$ cat config.mk
export PLATFORM = sky130hd
export DESIGN_NAME = adc_spi_responder
export DESIGN_NICKNAME = d
export VERILOG_FILES = /design/src/rtl/adc_spi_responder.sv
export SDC_FILE = /design/constraint.sdc
export NUM_CORES = 1
export LEC_CHECK = 0
export ABC_AREA = 1
export CORE_MARGIN = 5
export CORE_UTILIZATION = 30
export CTS_BUF_LIST = sky130_fd_sc_hd__clkbuf_4 sky130_fd_sc_hd__clkbuf_8 sky130_fd_sc_hd__clkbuf_16
export DETAILED_ROUTE_END_ITERATION = 10
export PLACE_DENSITY = 0.51
export SYNTH_ARGS = -nofsm -noshare
export SYNTH_HDL_FRONTEND = slang
export SYNTH_SLANG_ARGS = --single-unit
$ cat constraint.sdc
create_clock -name clk -period 2 [get_ports clk]
set_clock_uncertainty 0.15 [all_clocks]
set_input_delay 0.4 -clock clk [delete_from_list [all_inputs] [get_ports clk]]
set_output_delay 0.4 -clock clk [all_outputs]
set_load 0.005 [all_outputs]
$ cat src/rtl/adc_spi_responder.sv
// MCP3202-style SPI responder: oversamples the master's SCLK/CS/MOSI on clk and shifts back a port-supplied sample.
// Define ADC_RESP_LSBF_EN to enable the LSB-first tail repeat when the command's MSBF bit is 0.
module adc_spi_responder #(
  parameter int SYNC_STAGES = 2,
  parameter int DATA_BITS   = 12
) (
  input  logic                 clk,
  input  logic                 reset,
  input  logic                 adc_clk,
  input  logic                 adc_cs,
  input  logic                 adc_mosi,
  output logic                 adc_miso,
  output logic                 miso_oe,
  input  logic [DATA_BITS-1:0] ch0_sample,
  input  logic [DATA_BITS-1:0] ch1_sample,
  output logic                 frame_done,
  output logic                 frame_error,
  output logic [2:0]           last_cmd
);

  // state        | meaning
  // WAIT_CS_HIGH | after reset, ignore the bus until CS is seen high
  // IDLE         | deselected, waiting for CS to fall
  // START        | skipping leading zeros, waiting for the start bit
  // CMD          | capturing SGL, ODD, MSBF
  // NUL          | next SCLK fall drives the null bit
  // DATA         | shifting the sample out MSB first
  // TAIL         | after D0: LSB-first repeat (optional) or zeros
  typedef enum logic [2:0] {
    WAIT_CS_HIGH, IDLE, START, CMD, NUL, DATA, TAIL
  } state_t;

  localparam int CW = $clog2(DATA_BITS + 1);
  localparam logic [CW-1:0] LAST_IDX = CW'(DATA_BITS - 1);
  localparam logic [CW-1:0] TAIL_END = CW'(DATA_BITS);
  localparam logic [CW-1:0] CMD_LAST = CW'(2);

  state_t state, state_nxt;

  logic [SYNC_STAGES-1:0] sclk_sync, cs_sync, mosi_sync;
  logic sclk_d, cs_d;
  logic sclk_s, cs_s, mosi_s;
  logic sclk_rise, sclk_fall, cs_rise, cs_fall, abort;

  logic [DATA_BITS-1:0] shreg, sel_value;
  logic [DATA_BITS:0]   diff_0m1, diff_1m0;
  logic [CW-1:0]        cnt;
  logic                 sgl, odd, d0_sent, tail_bit;

  logic miso_nxt, oe_nxt, done_nxt, error_nxt;

  // CS sync flops reset low so a frame already in progress at reset is not taken as idle-high
  always_ff @(posedge clk) begin
    if (reset) begin
      sclk_sync <= '0;
      cs_sync   <= '0;
      mosi_sync <= '0;
      sclk_d    <= 1'b0;
      cs_d      <= 1'b0;
    end else begin
      sclk_sync <= {sclk_sync[SYNC_STAGES-2:0], adc_clk};
      cs_sync   <= {cs_sync[SYNC_STAGES-2:0], adc_cs};
      mosi_sync <= {mosi_sync[SYNC_STAGES-2:0], adc_mosi};
      sclk_d    <= sclk_sync[SYNC_STAGES-1];
      cs_d      <= cs_sync[SYNC_STAGES-1];
    end
  end

  assign sclk_s    = sclk_sync[SYNC_STAGES-1];
  assign cs_s      = cs_sync[SYNC_STAGES-1];
  assign mosi_s    = mosi_sync[SYNC_STAGES-1];
  assign sclk_rise = sclk_s & ~sclk_d;
  assign sclk_fall = ~sclk_s & sclk_d;
  assign cs_rise   = cs_s & ~cs_d;
  assign cs_fall   = ~cs_s & cs_d;
  assign abort     = cs_rise && (state != WAIT_CS_HIGH);

  always_comb begin
    diff_0m1 = {1'b0, ch0_sample} - {1'b0, ch1_sample};
    diff_1m0 = {1'b0, ch1_sample} - {1'b0, ch0_sample};
    sel_value = ch0_sample;
    if (sgl)
      sel_value = odd ? ch1_sample : ch0_sample;
    else if (odd)
      sel_value = diff_1m0[DATA_BITS] ? '0 : diff_1m0[DATA_BITS-1:0];
    else
      sel_value = diff_0m1[DATA_BITS] ? '0 : diff_0m1[DATA_BITS-1:0];
  end

`ifdef ADC_RESP_LSBF_EN
  assign tail_bit = (!last_cmd[0] && (cnt < TAIL_END)) ? shreg[cnt] : 1'b0;
`else
  assign tail_bit = 1'b0;
`endif

  always_ff @(posedge clk) begin
    if (reset) state <= WAIT_CS_HIGH;
    else       state <= state_nxt;
  end

  always_comb begin
    state_nxt = state;
    if (abort) begin
      state_nxt = IDLE;
    end else begin
      case (state)
        WAIT_CS_HIGH: if (cs_s) state_nxt = IDLE;
        IDLE:         if (cs_fall) state_nxt = START;
        START:        if (sclk_rise && mosi_s) state_nxt = CMD;
        CMD:          if (sclk_rise && cnt == CMD_LAST) state_nxt = NUL;
        NUL:          if (sclk_fall) state_nxt = DATA;
        DATA:         if (sclk_rise && d0_sent) state_nxt = TAIL;
        TAIL:         state_nxt = TAIL;
        default:      state_nxt = WAIT_CS_HIGH;
      endcase
    end
  end

  always_comb begin
    miso_nxt  = adc_miso;
    oe_nxt    = miso_oe;
    done_nxt  = 1'b0;
    error_nxt = 1'b0;
    if (abort) begin
      miso_nxt  = 1'b1;
      oe_nxt    = 1'b0;
      error_nxt = (state == CMD) || (state == NUL) || (state == DATA);
    end else begin
      case (state)
        NUL: if (sclk_fall) begin
          oe_nxt   = 1'b1;
          miso_nxt = 1'b0;
        end
        DATA: begin
          if (sclk_fall && !d0_sent) miso_nxt = shreg[cnt];
          if (sclk_rise && d0_sent)  done_nxt = 1'b1;
        end
        TAIL: if (sclk_fall) miso_nxt = tail_bit;
        default: ;
      endcase
    end
  end

  always_ff @(posedge clk) begin
    if (reset) begin
      adc_miso    <= 1'b1;
      miso_oe     <= 1'b0;
      frame_done  <= 1'b0;
      frame_error <= 1'b0;
    end else begin
      adc_miso    <= miso_nxt;
      miso_oe     <= oe_nxt;
      frame_done  <= done_nxt;
      frame_error <= error_nxt;
    end
  end

  // cnt indexes command bits in CMD, counts down D11..D0 in DATA, and up D1..D11 in TAIL
  always_ff @(posedge clk) begin
    if (reset) begin
      cnt      <= '0;
      shreg    <= '0;
      sgl      <= 1'b0;
      odd      <= 1'b0;
      d0_sent  <= 1'b0;
      last_cmd <= 3'b000;
    end else if (!abort) begin
      case (state)
        START: if (sclk_rise && mosi_s) begin
          cnt     <= '0;
          d0_sent <= 1'b0;
        end
        CMD: if (sclk_rise) begin
          cnt <= cnt + 1'b1;
          if (cnt == '0) sgl <= mosi_s;
          else if (cnt == CW'(1)) odd <= mosi_s;
          else begin
            shreg    <= sel_value;
            last_cmd <= {sgl, odd, mosi_s};
          end
        end
        NUL: if (sclk_fall) cnt <= LAST_IDX;
        DATA: begin
          if (sclk_fall && !d0_sent) begin
            if (cnt == '0) d0_sent <= 1'b1;
            else           cnt <= cnt - 1'b1;
          end
          if (sclk_rise && d0_sent) cnt <= CW'(1);
        end
        TAIL: if (sclk_fall && cnt != TAIL_END) cnt <= cnt + 1'b1;
        default: ;
      endcase
    end
  end

endmodule

==> results.yml, run 1 <==
outcome:
  status: "finished, final reports clean"
routing:
  num_vias: 4020
  drc_errors: 0
  routedWlPerCell_um: 13.45
  via_per_inst: 4.752
  first_pass_iters: 5
  routed_wl_um: 11380
  drtAntennaViolNets: 0
  drt_iter0_drc: 218
timing:
  setup_tns_ns: 0
  layout_setup_ws_ns: 0.08023
  finalSetupViolCount: 0
  period_needed_ns: 1.920
  whs_ns: 0.2526
  worstMarginPinSlew_ns: 0.5106
  slew_headroom: 0.6592
  post-route-period-util: 0.9599
  rsz0062_at_grt: "true"
  finalMaxSlewViolations: 0
  finalHoldViolCount: 0
  max_freq_mhz: 520.9
finish:
  antennaDiodeCount: 0
  syn_to_final_growth_pct: 44.53
  fin_cells: 846
  stdcell_area_mm2: 0.005210
  nets: 757
  fillers: 1250
  drive_gt1_frac: 0.3319
logic_synthesis:
  yosys-top-cells-area: "dfxtp_1, nand2_1, inv_1, ha_1, a21oi_1"
  syn_avg_cell_area_um2: 6.110
  yosysSeqAreaShare: 0.2055
  synthDistinctLibCells: 40
  ys_warn_count: 0
  syn_area_mm2: 0.003605
  ys_seq_elements: 37
  yosysTopAreaCell: "dfxtp_1"
  synth_top_area_frac: 0.2055
  synthCells: 590
  synthesis.nets: 649
worst_setup_path:
  reg2reg_slack_ns: 0.22
  worstPathRequired_ns: 2.07
  cp_common_cell: "nand2_1"
  worst-r2r-cell-count: 7
  arrival_ns: 1.99
  crit_chain: "dlygate4sd2_1 > ha_4 > nand2_1 > inv_2 > nand2_1 > inv_1 > nand2_1 > nand2_1 > xor2_2 > o21ai_1 > nand2_1 > a21oi_2"
  path_class: "in -> reg"
  path_depth: 12
  cp_max_fo: 5
  cp-start-kind: "input port"
  end_kind: "flip-flop"
  critPathTopFamily: "simple AND/OR/NAND/NOR gates"
  cp_num_buf_inv: 3
  max_stage_delay_ns: 0.27
  crit_slowest_cell: "dlygate4sd2_1"
placed_design:
  globalplace.congestion: 0.9069
  place_area_mm2: 0.004586
  dpl.hpwl_um: 9002
  port_buffers: 35
  dp_cells: 820
  pre_cts_ws_ns: -0.7514
floorplan:
  core_mm2: 0.01191
  num_rows: 40
  io_pins: 36
  start_util: 0.3026
  die_w_um: 119.6
  die-area_mm2: 0.01431
  die_h_um: 119.6
clocking:
  cts_buffers: 5
  root_buffer: "clkbuf_16"
  cts-hold-fix-buffers: 0
  worst_skew_pair.late_latency_ns: 0.28
  htree_levels: 2
  cts_tree: "built"
  clk_pin_slew_ns: 0.06
  cts.sinks: 37
  clock_path_buffers: 2
job:
  drv_cap: 0
global_route:
  grt_pass1_wl_um: 19250
  grt_max_degree: 24
  track_usage: 0.1628
  grt_overflow_total: 0
  grt_antenna_before_repair: 0
  grt_pass1_vias: 4082
min_path:
  hp-class: "reg -> reg"
  holdPathStages: 2
power_and_ir_drop:
  cellPowerDensity_mw_per_mm2: 575.2
  leakagePower_uw: 0.002548
  ir_drop_uv: 460.7
==> repair_timing <==
action / CTS / global route
pin swaps: 22 / 27
gates cloned: 0 / 1
gates resized for setup: 85 / 77
endpoints found under the setup margin: 12 / 16
buffers inserted: 8 / 9
==> layout by cell type, fill, tap and decap left out, drive strengths merged <==
master / n
a31oi: 1
clkdlybuf4s15: 5
dlygate4sd2: 7
mux2i: 1
inv: 110
o21bai: 3
xor2: 9
nand4: 12
clkbuf: 14
nand3b: 1
clkinvlp: 1
a211oi: 1
o21ai: 47
ha: 28
xnor2: 5
o2111ai: 1
clkinv: 2
nand3: 38
buf: 87
o31ai: 1
o22ai: 1
a21oi: 56
nand2: 151
clkdlybuf4s50: 11
o211ai: 2
nor3: 5
fa: 2
a221oi: 1
o221ai: 1
nor2: 57
bufinv: 1
dfxtp: 37
==> cell usage after synthesis <==
master,n
clkinv_1,1
nand4_1,10
clkbuf_1,6
nand3b_2,1
nand2_1,137
a21oi_2,1
a31oi_1,1
xnor2_1,5
nor3_2,3
a21oi_1,55
nand2_2,14
o21ai_1,12
o2111ai_1,1
xor2_1,9
o31ai_1,1
buf_6,3
nand3_1,36
dfxtp_1,37
o22ai_1,1
nand4_4,1
a221oi_1,1
mux2i_1,1
inv_2,9
nand4_2,1
a211oi_1,1
o21ai_0,35
inv_1,99
o211ai_1,2
nor3_1,2
nor2_4,5
clkbuf_2,2
nor2_1,49
nand3_2,2
fa_1,2
buf_2,8
o221ai_1,1
o21bai_1,3
ha_1,28
nor2_2,3
inv_4,1
==> final timing paths <==
check	to	startpoint
max reg2reg	cnt[1]	cnt[1]
max	shreg[7]	ch1_sample[3]
min	sclk_sync[1]	sclk_sync[0]
min reg2reg	sclk_sync[1]	sclk_sync[0]
==> report_power, final <==
group	total [µW]	internal [µW]	switching (µW)	leakage [µW]
logic	1270	536	731	0.00217
clock network	897	589	308	0.0000800
registers	833	776	57.0	0.000300
==> logic make-up after synthesis <==
kind of cell	after synthesis	synth area share
and+or+nand+nor	264	0.3353
buffers and inverters	129	0.1447
AOI/OAI and AO/OA	115	0.1694
DFF	37	0.2055
adders and majority gates	30	0.1083
xor gates and xnor gates	14	0.03402
muxes	1	0.002777
==> tightest hold or removal path, delay by kind of cell (launching register included) <==
family	cells	cell delay, ns
AND/OR/NAND/NOR	1	0.03
buffers and inverters	1	0.04
flip-flops	1	0.29
==> state kept, by name, indices dropped and copies added, names as in the netlist, 2 cells and up <==
register and cells:
state 3, mosi_sync 2, shreg 12, cnt 4, cs_sync 2, sclk_sync 2, last_cmd 3
==> through the flow <==
| stage | utilization | total power (µW) |
|---|---|---|
| floorplan | - | 1598 |
| detailed placement | 0.3850 | 1959 |
| CTS | 0.4200 | 2944 |
| global route | 0.4374 | 3199 |
| global placement | 0.3850 | 1955 |
| finish | 0.4374 | 2997 |
==> area by class of cell <==
cell class	instances	area, µm²	area share
well taps	147	183.9	0.03530
flip-flops and latches	37	742.0	0.1424
repair buffers	119	943.4	0.1811
repair inverters	1	6.256	0.001201
clock buffers	5	125.1	0.02402
inverters	110	437.9	0.08405
multi-input cells	424	2725	0.5231
clock inverters	3	46.29	0.008886
==> layer usage <==
layer | vias up | part of all wire | global-route usage
met5 | - | 0 | 0
met4 | 0 | 0.024 | 0.05369
met3 | 23 | 0.038 | 0.02309
met2 | 87 | 0.48 | 0.2825
met1 | 1826 | 0.46 | 0.2071
li1 | 2084 | - | -
Note: power is estimated with default switching activity, not from simulation.
==> run 2, diff against run 1 <==
Settings changed: HOLD_SLACK_MARGIN from default to 0.1.
==> results of run 2 <==
No change in the layout: final DEF, timing and power equal those of run 1.
==> run 3, diff against run 2 <==
Settings changed: CTS_BUF_LIST sky130_fd_sc_hd__clkbuf_4 sky130_fd_sc_hd__clkbuf_8 sky130_fd_sc_hd__clkbuf_16 to default.
==> results of run 3 <==
No change in the layout: final DEF, timing and power equal those of run 1.
